==> src/rtl/multi_gate_pipe.sv <==
// Registered N-operand bitwise gate with an optional running accumulator.
// Each result bit is computed by its own lane instance; a valid/ready register stage holds it.

module mgp_lane #(
  parameter int NUM_IN = 4
) (
  input  logic [NUM_IN-1:0] bits,
  input  logic [1:0]        base_sel,
  input  logic              inv,
  input  logic              use_acc,
  input  logic              acc_bit,
  output logic              fold_bit,
  output logic              res_bit
);
  logic red;
  logic with_acc;

  always_comb begin
    red      = 1'b0;
    with_acc = 1'b0;
    unique case (base_sel)
      2'd0: begin
        red      = &bits;
        with_acc = red & acc_bit;
      end
      2'd1: begin
        red      = |bits;
        with_acc = red | acc_bit;
      end
      default: begin
        red      = ^bits;
        with_acc = red ^ acc_bit;
      end
    endcase
  end

  // Inversion is applied after the fold so NAND/NOR/XNOR accumulate on the base function.
  assign fold_bit = use_acc ? with_acc : red;
  assign res_bit  = inv ? ~fold_bit : fold_bit;
endmodule

module multi_gate_pipe #(
  parameter int WIDTH  = 8,
  parameter int NUM_IN = 4
) (
  input  logic                    clk,
  input  logic                    rst,
  input  logic                    in_valid,
  output logic                    in_ready,
  input  logic [NUM_IN*WIDTH-1:0] data_in,
  input  logic [2:0]              op,
  input  logic                    acc_mode,
  input  logic                    acc_clr,
  output logic                    out_valid,
  input  logic                    out_ready,
  output logic [WIDTH-1:0]        y,
  output logic                    y_any,
  output logic                    op_err
);
  typedef enum logic [1:0] {
    BASE_AND = 2'd0,
    BASE_OR  = 2'd1,
    BASE_XOR = 2'd2
  } base_e;

  base_e                          base;
  logic                           inv;
  logic                           is_pass;
  logic                           is_ill;
  logic [WIDTH-1:0]               acc;
  logic [WIDTH-1:0]               ident;
  logic [WIDTH-1:0]               acc_src;
  logic [WIDTH-1:0]               fold;
  logic [WIDTH-1:0]               res;
  logic [WIDTH-1:0]               y_next;
  logic [WIDTH-1:0][NUM_IN-1:0]   lane_bits;
  logic                           accept;
  logic                           consume;
  logic                           fold_beat;

  always_comb begin
    base    = BASE_OR;
    inv     = 1'b0;
    is_pass = 1'b0;
    is_ill  = 1'b0;
    unique case (op)
      3'b000: base = BASE_AND;
      3'b001: base = BASE_OR;
      3'b010: base = BASE_XOR;
      3'b011: begin base = BASE_AND; inv = 1'b1; end
      3'b100: begin base = BASE_OR;  inv = 1'b1; end
      3'b101: begin base = BASE_XOR; inv = 1'b1; end
      3'b110: is_pass = 1'b1;
      default: is_ill = 1'b1;
    endcase
  end

  // PASS and illegal decode to OR class, so their clear value is zero.
  assign ident   = (base == BASE_AND) ? '1 : '0;
  assign acc_src = acc_clr ? ident : acc;

  genvar b, k;
  generate
    for (b = 0; b < WIDTH; b++) begin : g_lane
      for (k = 0; k < NUM_IN; k++) begin : g_tap
        assign lane_bits[b][k] = data_in[k*WIDTH + b];
      end
      mgp_lane #(.NUM_IN(NUM_IN)) u_lane (
        .bits     (lane_bits[b]),
        .base_sel (base),
        .inv      (inv),
        .use_acc  (acc_mode),
        .acc_bit  (acc_src[b]),
        .fold_bit (fold[b]),
        .res_bit  (res[b])
      );
    end
  endgenerate

  assign y_next    = is_ill ? '0 : (is_pass ? data_in[WIDTH-1:0] : res);
  assign in_ready  = !out_valid || out_ready;
  assign accept    = in_valid && in_ready;
  assign consume   = out_valid && out_ready;
  assign fold_beat = accept && acc_mode && !is_pass && !is_ill;

  // A clear with no folding beat still lands; with a folding beat it is merged via acc_src.
  always_ff @(posedge clk or posedge rst) begin
    if (rst)            acc <= '0;
    else if (fold_beat) acc <= fold;
    else if (acc_clr)   acc <= ident;
  end

  always_ff @(posedge clk or posedge rst) begin
    if (rst) begin
      out_valid <= 1'b0;
      y         <= '0;
      y_any     <= 1'b0;
      op_err    <= 1'b0;
    end else begin
      if (accept) begin
        y      <= y_next;
        y_any  <= |y_next;
        op_err <= is_ill;
      end
      if (accept)       out_valid <= 1'b1;
      else if (consume) out_valid <= 1'b0;
    end
  end
endmodule

==> config.mk <==
export PLATFORM = sky130hd
export DESIGN_NAME = multi_gate_pipe
export DESIGN_NICKNAME = d
export VERILOG_FILES = /design/src/rtl/multi_gate_pipe.sv
export SDC_FILE = /design/constraint.sdc
export NUM_CORES = 1
export LEC_CHECK = 0
export ABC_CLOCK_PERIOD_IN_PS = 3100
export BUFFER_PORTS_ARGS = -buffer_cell sky130_fd_sc_hd__buf_2
export CORE_MARGIN = 5
export CORE_UTILIZATION = 59
export CTS_CLUSTER_SIZE = 8
export DETAILED_ROUTE_END_ITERATION = 12
export PLACE_DENSITY_LB_ADDON = 0.3
export REMOVE_ABC_BUFFERS = 1
export SYNTH_ARGS = -nofsm -noshare
export SYNTH_HDL_FRONTEND = slang
export SYNTH_HIERARCHICAL = 1
export SYNTH_SLANG_ARGS = --single-unit
==> constraint.sdc <==
create_clock -name clk -period 3.1 [get_ports clk]
set_input_delay 0.62 -clock clk [delete_from_list [all_inputs] [get_ports clk]]
set_output_delay 0.62 -clock clk [all_outputs]
set_load 0.03 [all_outputs]
* Word-level counts from Yosys, hierarchy flattened
Cells that the tools add are included.
** Storage, ports and cells
- Bits in registers :: 19
- Input bits :: 41
- Output and inout bits :: 12
** Cells by class
- Equality and inequality tests :: 7
- Muxes and demuxes :: 43
- Bitwise gates (word level) :: 32
- Reduce and logical (&&, ||, !) cells :: 40
** Operators by type and width (number)
- $mux 8 :: 5
- $pmux 1 s2 :: 16
- $reduce_and 4->1 :: 8
- $reduce_or 4->1 :: 8
- $reduce_xor 4->1 :: 8
- $mux 1 :: 21
- $eq 3x3->1 const B :: 3
- $and 1x1->1 :: 8
- $not 1->1 :: 8
- $or 1x1->1 :: 8
- $reduce_or 8->1 :: 1
- $xor 1x1->1 :: 8
- $reduce_or 7->1 :: 1
- $eq 3x2->1 const B :: 2
- $logic_and 1x1->1 :: 5
- $pmux 2 s2 :: 1
- $reduce_or 2->1 :: 2
- $eq 3x1->1 const B :: 1
- $logic_not 3->1 :: 1
- $reduce_or 3->1 :: 1
- $eq 2x1->1 const B :: 1
- $logic_not 1->1 :: 2
- $logic_not 2->1 :: 1
- $reduce_bool 2->1 :: 1
- $logic_or 1x1->1 :: 1

* Logic depth before layout (Yosys ltp)
- Word-level depth :: 14
- Gate-level depth with buffers :: 11
- Mapped depth without buffers :: 11

* Hierarchy
The synthesis kept the hierarchy.
** By module, submodules not included
- mgp_lane (g_lane[0].u_lane ...) :: instances 7, cells an instance 20, area each 161.4 µm²
- multi_gate_pipe :: instances 1, cells an instance 106, area each 1013.5 µm²
- mgp_lane (g_lane[7].u_lane) :: instances 1, cells an instance 20, area each 171.4 µm²

* Least setup slack after synthesis
No wires, ideal clock.
- Path type :: input-to-reg
- Start :: in op[0]
- End :: reg y_any
- Arrival :: 4157 ps
- Required time :: 2963 ps
- Slack :: -1194 ps
- Stages on the path :: 11
- Cell sequence :: clkbuf_1 -> inv_1 -> mux2i_1 -> and4b_1 -> a2111oi_2 -> a31o_2 -> xor2_2 -> nor4_1 -> nand2_1 -> a21oi_1 -> a21oi_1
** On the way
- Word-level cells in the longest chain between the ends :: 14
- Elaborated cells on any way between the ends :: 85
- Those cells by class :: 7 x eq/ne; 39 x mux; 32 x bitwise; 7 x reduce/logical
** Ends and longest elaborated chain
- from (decl) :: line 51 : input logic [2:0] op,
- $eq 3x3->1 (tied with other cells) :: line 86 : unique case (op)
- $reduce_or 2->1 (no line)
- $pmux 2 s2 (*) :: line 86
- via base[1] :: line 66 : base_e base;
- $logic_not 2->1 :: line 21, 99
- $mux 8 :: line 99 : assign ident = (base == BASE_AND) ? '1 : '0;
- $mux 8
- $xor 1x1->1 (tied with other cells) :: line 32 : with_acc = red ^ acc_bit;
- $pmux 1 s2 :: line 21 : unique case (base_sel)
- $mux 1 (*) :: line 38 : assign fold_bit = use_acc ? with_acc : red;
- via fold[7] :: line 73 : logic [WIDTH-1:0] fold;
- $not 1->1 :: line 39 : assign res_bit = inv ? ~fold_bit : fold_bit;
- $mux 1 (*) :: line 39
- via res[7] :: line 74 : logic [WIDTH-1:0] res;
- $mux 8 (*) (2 in series) :: line 120 : assign y_next = is_ill ? '0 : (is_pass ? data_in[WIDTH-1:0] : res);
- $reduce_or 8->1 (*) :: line 142 : y_any <= |y_next;
- to (signal assigned) :: line 142
- to (decl) :: line 57 : output logic y_any,
The timed path passes the listed nets; every way through them passes the cells marked *.
A chain may end at the register's enable or synchronous reset.

* Final worst setup path
- Start :: in op[1]
- End :: reg y_any
The elaborated chain is that of the path after synthesis.

==> impl_metrics.toml <==
[sta]
hold_slack_ns = 0.5127
worstMarginPinSlew_ns = 0.7931
rsz0062_at_grt = "false"
clock_skew_ns = 0.003098
setup_ws_ns = 0.3210
maxSlewHeadroom = 0.4707
fmax_mhz = 359.8
hold_viol_final = 0
min_period_over_period = 0.8965
setup_violations = 0
drv_slew = 0
final.min_clock_period_ns = 2.779

[critical_path]
worstSetupPathType = "input pin to register"
worstSetupStartpoint = "op[1]"
start_kind = "input pin"
rr_endpoint = "y_any"
crit_required_ns = 3.20
reg2reg_slack_ns = 0.95
r2r_cells = 9
crit_path_max_fanout = 24
arrival_ns = 2.88
regToRegStartpoint = "acc[2]"
end_kind = "register"

[drt]
drc_errors = 0
first_pass_iters = 4
vias = 2079
antenna_left = 0
wl_um = 5319
drt_iter0_drc = 92
vias_per_cell = 5.589
post_drt_wl_per_cell_um = 14.30

[layout]
fillers = 305
area.growth.synth_to_final_pct = 18.32
drive_gt1_frac = 0.2840
utilization = 0.7316
diodes = 0
final_net_count = 398
layoutNonFillerInstCount = 372

[die]
core_area_um2 = 3744
ioPinCount = 53
fp-row-count = 22
dieArea_um2 = 5276
start_util = 0.6183
die_height_um = 72.64
die_w_um = 72.64

[yosys]
synth_edf_count = 0
synth_flop_cell = "dfrtp_1"
syn_inst = 266
synth_area_um2 = 2315
synthDistinctLibCells = 38
ys_seq_elements = 19
yosysSeqAreaShare = 0.2054
yosys_warnings = 6
async_reset_ff_frac = 1.000
syn_avg_cell_area_um2 = 8.702

[global_routing]
grt_pass1_wl_um = 9397
gr-usage-met1 = 0.2791
met3_usage = 0.02893
grtUsageMet2 = 0.3878
overflow = 0
antenna_found_initial = 0
grt_max_degree = 37
grt_pass1_vias = 2120
grt_busiest_layer = "met2"
globalRouteTotalUtil = 0.2149

[power]
p_per_area_nw_per_um2 = 356.4
p_leak_nw = 1.410
ir_drop_uv = 286.3

[cts]
cts_buffers = 3
clk_path_buf_depth = 2
cts_tree = "yes"
cts_sinks = 19
htreeDepth = 1
path_clk_slew_ns = 0.07
clock-root-buffer = "clkbuf_8"
post_cts_resized = 0
postCtsSetupBuffers = 0
worstSkewPairLatency_ns = 0.25
cts_hold_buf = 0

[job]
drv_cap = 0

[placement]
placedCellCount = 368
preCtsSetupSlack_ns = 0.1216
port_buffers = 52
hpwl_um = 4192
place.gp.congestion = 0.8314

[status]
status = "finished, final reports clean"

[min_path]
hold_class = "input pin to asynchronous set/reset pin"
-- worst max-delay path by stage --
stage / endpoint / slack [ns] / cells past startpoint
final: y_any / 0.32 / 12
after detailed placement: y_any / 0.12 / 12
after floorplan: y_any / -1.03 / 10
after CTS: y_any / 0.36 / 12
after global placement: y_any / 0.22 / 12
after global routing: y_any / 0.07 / 12
-- cells in the mapped netlist, types with 2 or more instances --
cell,number,area share
a211o_1,8,0.030
a311oi_1,7,0.026
o21ai_1,8,0.017
and3b_1,7,0.026
o21ai_0,2,0.0043
o211ai_1,7,0.023
dfrtp_1,19,0.21
nor2_1,9,0.015
mux2_2,9,0.044
o32ai_2,7,0.049
ha_1,32,0.17
xor2_1,7,0.026
a21o_2,7,0.026
nor3_1,7,0.015
clkbuf_1,2,0.0032
a21boi_1,7,0.023
nor3b_1,8,0.026
inv_1,50,0.081
nand2_1,10,0.016
xnor2_1,9,0.034
nand2b_1,7,0.019
a21oi_1,18,0.039
nor4_1,4,0.011
-- critical path, stage by stage --
cell and delay (ns):
buf_2 0.13, nand2b_1 0.18, xnor2_1 0.25, buf_12 0.19, a21boi_1 0.24, nor3_1 0.09, o32ai_2 0.32, xor2_1 0.15
nor4_1 0.37, nand2_1 0.08, a21oi_1 0.15, a21oi_1 0.08
-- power breakdown --
group          switching (W)  total, W  internal [W]
registers          0.0000177  0.000306      0.000289
clock network      0.0000848  0.000176     0.0000913
logic               0.000291  0.000494      0.000203
total               0.000393  0.000976      0.000583
-- stage by stage --
stage	total power (W)	instance area [um^2]	TNS, ns
2_1_floorplan	0.0006535	2291	-7.623
3_3_place_gp	0.0007880	2694	0
3_5_place_dp	0.0008021	2694	0
4_1_cts	0.0009820	2739	0
5_1_grt	0.001055	2739	0
6_report	0.0009763	2739	0
-- state kept, by name, summed over array words and instances (netlist names) --
| signal | cells |
|---|---|
| y | 8 |
| op_err | 1 |
| out_valid | 1 |
| acc | 8 |
| y_any | 1 |
-- cell families after synthesis --
logic type / Yosys count / synth area share
AND/OR/NAND/NOR: 59 / 0.1573
AO/OA/AOI/OAI: 75 / 0.2573
flip-flops: 19 / 0.2054
adder cells (fa/ha/maj): 32 / 0.1730
multiplexers: 10 / 0.04811
XOR/XNOR: 17 / 0.06757
buffers and inverters: 54 / 0.09135
-- routing by layer --
layer	part of all wire	up-vias
li1	-	1059
met4	0.0032	0
met3	0.055	2
met1	0.45	968
met5	0	-
met2	0.50	50
-- cells in the final DEF, fill, tap and decap left out, drive strengths merged, types with 8 or more instances in the layout --
cell,count
buf,58
inv,50
ha,32
dfrtp,19
a21oi,18
nand2,11
o21ai,10
nor2,9
xnor2,9
mux2,9
nor3b,8
a211o,8
xor2,8
-- area by class of cell --
class                   instances  area [um^2]  share of cell area
multi-input cells             193         1640              0.5989
flip-flops and latches         19        475.5              0.1736
repair buffers                 58        330.3              0.1206
inverters                      50        187.7             0.06852
well taps                      48        60.06             0.02193
clock buffers                   4        45.04             0.01645
(Power assumes the default switching activity.)
